==> src/rtl/cpu_types_pkg.sv <==
// Shared CPU types: register index, pipeline sequencer state and the
// per-latch enable/flush control pair used by the sequencer.
package cpu_types_pkg;

  typedef logic [4:0] regbits_t;

  typedef enum logic [1:0] {
    RUN    = 2'd0,
    DWAIT  = 2'd1,
    DRAIN  = 2'd2,
    HALTED = 2'd3
  } pipe_state_t;

  // One pipeline latch control. Inside a latch, flush wins over en.
  typedef struct packed {
    logic en;
    logic flush;
  } latch_ctrl_t;

  localparam latch_ctrl_t LATCH_RUN = '{en: 1'b1, flush: 1'b0};
  localparam latch_ctrl_t LATCH_OFF = '{en: 1'b0, flush: 1'b0};

  localparam int STALL_CNT_W = 16;

endpackage

==> src/rtl/load_use_detect.sv <==
// Load-use hazard detect: the EX-stage load writes a register that the
// ID-stage instruction reads. Register 0 never carries a hazard.
// Ports:
//   ld_ex   - EX instruction is a load
//   wsel_ex - EX destination register
//   rs_id   - ID source register rs
//   rt_id   - ID source register rt
//   luhaz   - hazard present
import cpu_types_pkg::*;

module load_use_detect (
  input  logic     ld_ex,
  input  regbits_t wsel_ex,
  input  regbits_t rs_id,
  input  regbits_t rt_id,
  output logic     luhaz
);

  assign luhaz = ld_ex && (wsel_ex != '0) &&
                 ((wsel_ex == rs_id) || (wsel_ex == rt_id));

endmodule

==> src/rtl/pipeline_sequencer.sv <==
// Pipeline sequencer: PC / latch enable and flush control for a 5-stage
// pipeline, plus HALT drain and a saturating stall-cycle counter.
// Ports:
//   CLK, nRST              - clock, async active-low reset
//   ihit, dhit             - fetch / data access completed this cycle
//   dREN_m, dWEN_m, halt_m - MEM-stage read / write request, HALT
//   brtaken_ex, ld_ex      - EX taken branch, EX load
//   wsel_ex, rs_id, rt_id  - register indices for load-use detect
//   pc_en, *_en, *_flush   - combinational pipeline controls
//   halted, stall_cnt      - registered status
import cpu_types_pkg::*;

module pipeline_sequencer (
  input  logic        CLK,
  input  logic        nRST,
  input  logic        ihit,
  input  logic        dhit,
  input  logic        dREN_m,
  input  logic        dWEN_m,
  input  logic        halt_m,
  input  logic        brtaken_ex,
  input  logic        ld_ex,
  input  regbits_t    wsel_ex,
  input  regbits_t    rs_id,
  input  regbits_t    rt_id,
  output logic        pc_en,
  output logic        ifid_en,
  output logic        ifid_flush,
  output logic        idex_en,
  output logic        idex_flush,
  output logic        exmem_en,
  output logic        exmem_flush,
  output logic        memwb_en,
  output logic        memwb_flush,
  output logic        halted,
  output logic [15:0] stall_cnt
);

  pipe_state_t            r_state;
  logic                   r_halted;
  logic [STALL_CNT_W-1:0] r_stall_cnt;

  pipe_state_t w_next;
  logic        w_pc_en;
  logic        w_dstall;
  logic        w_luhaz;
  latch_ctrl_t w_ifid, w_idex, w_exmem, w_memwb;

  load_use_detect u_lud (
    .ld_ex   (ld_ex),
    .wsel_ex (wsel_ex),
    .rs_id   (rs_id),
    .rt_id   (rt_id),
    .luhaz   (w_luhaz)
  );

  always_comb begin
    w_next   = r_state;
    w_pc_en  = 1'b1;
    w_dstall = 1'b0;
    w_ifid   = LATCH_RUN;
    w_idex   = LATCH_RUN;
    w_exmem  = LATCH_RUN;
    w_memwb  = LATCH_RUN;
    case (r_state)
      HALTED: begin
        w_pc_en = 1'b0;
        w_ifid  = LATCH_OFF;
        w_idex  = LATCH_OFF;
        w_exmem = LATCH_OFF;
        w_memwb = LATCH_OFF;
      end
      DRAIN: begin
        // Last instruction already retired into WB; squash the WB latch.
        w_pc_en       = 1'b0;
        w_ifid        = LATCH_OFF;
        w_idex        = LATCH_OFF;
        w_exmem       = LATCH_OFF;
        w_memwb       = LATCH_OFF;
        w_memwb.flush = 1'b1;
        w_next        = HALTED;
      end
      default: begin // RUN, DWAIT
        // In DWAIT the access is still outstanding until dhit arrives.
        w_dstall = (r_state == DWAIT) ? !dhit : ((dREN_m || dWEN_m) && !dhit);
        if (halt_m) begin
          w_pc_en       = 1'b0;
          w_ifid.flush  = 1'b1;
          w_idex.flush  = 1'b1;
          w_exmem.flush = 1'b1;
          w_next        = DRAIN;
        end else if (w_dstall) begin
          // Freeze up to MEM, insert a bubble into WB.
          w_pc_en       = 1'b0;
          w_ifid.en     = 1'b0;
          w_idex.en     = 1'b0;
          w_exmem.en    = 1'b0;
          w_memwb.flush = 1'b1;
          w_next        = DWAIT;
        end else begin
          w_next = RUN;
          if (brtaken_ex) begin
            // Redirect wins over a pending fetch and over load-use.
            w_ifid.flush = 1'b1;
            w_idex.flush = 1'b1;
          end else if (w_luhaz) begin
            w_pc_en      = 1'b0;
            w_ifid.en    = 1'b0;
            w_idex.flush = 1'b1;
          end else if (!ihit) begin
            w_pc_en      = 1'b0;
            w_ifid.flush = 1'b1;
          end
        end
      end
    endcase
  end

  always_ff @(posedge CLK or negedge nRST) begin
    if (!nRST) begin
      r_state     <= RUN;
      r_halted    <= 1'b0;
      r_stall_cnt <= '0;
    end else begin
      r_state  <= w_next;
      r_halted <= (w_next == HALTED);
      if (!w_pc_en && (r_state == RUN || r_state == DWAIT) && (r_stall_cnt != '1))
        r_stall_cnt <= r_stall_cnt + 1'b1;
    end
  end

  assign pc_en       = w_pc_en;
  assign ifid_en     = w_ifid.en;
  assign ifid_flush  = w_ifid.flush;
  assign idex_en     = w_idex.en;
  assign idex_flush  = w_idex.flush;
  assign exmem_en    = w_exmem.en;
  assign exmem_flush = w_exmem.flush;
  assign memwb_en    = w_memwb.en;
  assign memwb_flush = w_memwb.flush;
  assign halted      = r_halted;
  assign stall_cnt   = r_stall_cnt;

endmodule

==> config.mk <==
export PLATFORM = sky130hd
export DESIGN_NAME = pipeline_sequencer
export DESIGN_NICKNAME = d
export VERILOG_FILES = /design/src/rtl/cpu_types_pkg.sv /design/src/rtl/load_use_detect.sv /design/src/rtl/pipeline_sequencer.sv
export SDC_FILE = /design/constraint.sdc
export NUM_CORES = 1
export LEC_CHECK = 0
export CAP_MARGIN = 20
export CORE_ASPECT_RATIO = 1.75
export CORE_UTILIZATION = 40
export CTS_CLUSTER_DIAMETER = 100
export DETAILED_ROUTE_END_ITERATION = 10
export GPL_TIMING_DRIVEN = 0
export PLACE_DENSITY = 0.85
export SLEW_MARGIN = 20
export SYNTH_ARGS = -nofsm -noshare
export SYNTH_HDL_FRONTEND = slang
export SYNTH_SLANG_ARGS = --single-unit
==> constraint.sdc <==
create_clock -name CLK -period 5.45 [get_ports CLK]
set_clock_uncertainty 0.15 [all_clocks]
set_input_delay 1.3625 -clock CLK [delete_from_list [all_inputs] [get_ports CLK]]
set_output_delay 1.3625 -clock CLK [all_outputs]
set_load 0.005 [all_outputs]
==> results of run 1 <==
worst paths after layout:
path                                                 from                         to  slack (ps)
max in group asynchronous                            nRST   stall_cnt[9]$_DFFE_PN0P_        3170
worst min register to register  stall_cnt[15]$_DFFE_PN0P_  stall_cnt[15]$_DFFE_PN0P_         350
worst max register to register   stall_cnt[0]$_DFFE_PN0P_  stall_cnt[13]$_DFFE_PN0P_        3370
worst max-delay path                           wsel_ex[0]                 ifid_flush         470
worst min-delay path            stall_cnt[15]$_DFFE_PN0P_  stall_cnt[15]$_DFFE_PN0P_         350
min in group asynchronous                            nRST   stall_cnt[6]$_DFFE_PN0P_        1440
layer usage:
| layer | share of wire | GRT usage | up-vias |
|---|---|---|---|
| met5 | 0 | 0 | - |
| met4 | 0.0098 | 0.0753 | 0 |
| met3 | 0.076 | 0.0453 | 4 |
| met2 | 0.53 | 0.339 | 52 |
| met1 | 0.38 | 0.218 | 489 |
| li1 | - | - | 490 |
power groups by stage:
stage          registers [mW]  clock network, mW  logic, mW
6_report                0.147             0.0955     0.0439
3_5_place_dp            0.150                  0     0.0443
3_3_place_gp            0.150                  0     0.0431
2_1_floorplan           0.150                  0     0.0135
4_1_cts                 0.148             0.0980     0.0448
5_1_grt                 0.148              0.105     0.0481
flip-flops by register name, summed over array words and instances (netlist names):
register   flops
halted         1
r_state        2
stall_cnt     16
layout by cell type (no fill, tap or decap), types with 2 or more instances in the layout:
master / instances
or2_2: 2
xor2_1: 22
nand4b_1: 2
and3_1: 2
dfrtp_1: 19
nand3_1: 2
xnor2_1: 3
nor2_1: 12
clkbuf_8: 3
and4_1: 2
inv_1: 6
nor3_1: 10
nand2_1: 5
nand4_1: 5
clkdlybuf4s50_1: 49
a21oi_1: 3
area by class of cell:
| class | count | area [sq um] | share of cell area |
|---|---|---|---|
| Clock inverter | 1 | 5.00 | 0.00300 |
| Tap cell | 26 | 32.5 | 0.0195 |
| Multi-Input combinational cell | 84 | 581 | 0.348 |
| Clock buffer | 3 | 41.3 | 0.0247 |
| Buffer | 3 | 22.5 | 0.0135 |
| Timing Repair Buffer | 49 | 490 | 0.294 |
| Inverter | 6 | 22.5 | 0.0135 |
| Sequential cell | 19 | 475 | 0.285 |
logic make-up after synthesis:
group	share of synthesized area
adders and majority gates	0.0114
xor gates and xnor gates	0.199
AOI/OAI and AO/OA	0.0693
buffers and inverters	0.0409
muxes	0.0136
and+or+nand+nor	0.234
DFF	0.432
worst max-delay path, stage by stage:
cell and delay [ps]:
clkdlybuf4s50_1 470, or4_1 560, o21ai_2 190, or2_2 150, o22ai_1 60, a21oi_1 160, clkdlybuf4s50_1 510
stage by stage:
stage | power [mW] | hold slack [ps]
6_report | 0.287 | 348
5_1_grt | 0.301 | 371
4_1_cts | 0.290 | 350
3_5_place_dp | 0.195 | 340
3_3_place_gp | 0.193 | 337
2_1_floorplan | 0.163 | 328
==> metrics.txt, run 1 <==
Synth Instances roughly 110; first-pass GRT wire length ~4600 um; H-tree depth 1; Critical Path AT roughly 3500 ps; critical path class in -> out; post-synth net total 137; IO Pins 50; #FFs+latches synth 19; # placed instances ~190; Worst setup EP type output pin; post-placement cell area between 0.0015 and 0.002 sq mm; ys flop type dfrtp_1; most instantiated library cell after synthesis xor2_1; unrepaired setup endpoints after global routing false; final number of max-transition violations 0; die area 0.00297 sq mm; Peak VDD IR 179 uV; Vias 1035; grt ovf 0; Clock Pin Slew Worst Setup and Hold Paths around 70 ps; synthesis-to-layout area growth 51.7%; Die Y-Extent a little over 70 um; initial antenna violation count 0; post-DP HPWL roughly 2200 um; final WL ~2800 um; Comb power frac 0.153; Post-synth EDFFs 0; fill count ~220; 1st-iter DRT viols 28; pre-CTS setup slack 483 ps; drt drc 0; library cells used by synthesis 31; router iterations before antenna repair 4; NetSw 0.0643 mW; Initial Util 0.431; Setup crit start kind input pin; drt wl/cell about 14 um; fmax around 200 MHz; Reg2Reg Depth 8; post-synth top area cell dfrtp_1; clock sinks 19; # resized after CTS 0; clock power share 0.333; pin count of the biggest net entering global routing 20; number of buffers created by CTS 3; Hold WC Path Type reg -> reg; top post-synthesis cells by area dfrtp_1 (43%), xor2_1 (18%), nor3_1 (4.5%); Data required, critical path 3940 ps; vias in the first global route approximately 1100; Hold Crit Depth 1; Avg Cell Area, Syn around 9.8 sq um; Worst Tran Pin Value around 850 ps; # diodes 0; Layout Utilization 0.654; post-route cell area ~0.0017 sq mm; Port Buf Inserts 49; Seq/Total Area, Yosys 0.432; synth cell count leaders xor2_1 (22), dfrtp_1 (19), nor2_1 (12), nor3_1 (10), inv_1 (6); Critical Path Fanout Max 3; Seq pwr share 0.514; Post-Layout Cell Count 191; Core Region approximately 0.0026 sq mm; Pleak roughly 0.73 nW; setup bufs post-CTS 0; Synth top area share 0.432; P_int roughly 0.22 mW; status finished clean; DIE WIDTH 41.7 um; Setup violations, final 0; Max Cap Violations 0; mean number of vias per cell about 5.4; worst skew pair latency 250 ps; # hold bufs at CTS 0; # rows 24; fraction of registers with async set/reset 1.00; gpl congestion approximately 0.85; CTS root buffer clkbuf_8; area of the mapped netlist approximately 0.0011 sq mm; worst setup margin between 400 and 500 ps; Synth Warn # 0; final setup TNS 0 ps; Final nets approximately 190; Final min period around 5000 ps; share of layout cells above drive strength 1 0.0727; clk buf depth 2; Sw Ratio 0.224; final hold vios 0; CTS tree done; Final Cycle Share 0.913; post-route ant nets 0; Pwr Density 172 mW/mm^2; GR Util All Layers 0.191; Slew HR 0.429
Power figures use the tool's default switching activity.
==> inputs of run 2 (changes only) <==
Settings changed: SKIP_LAST_GASP set to 1.
==> results of run 2 <==
Same layout as run 1: the final DEF is identical, and so are final timing and power.
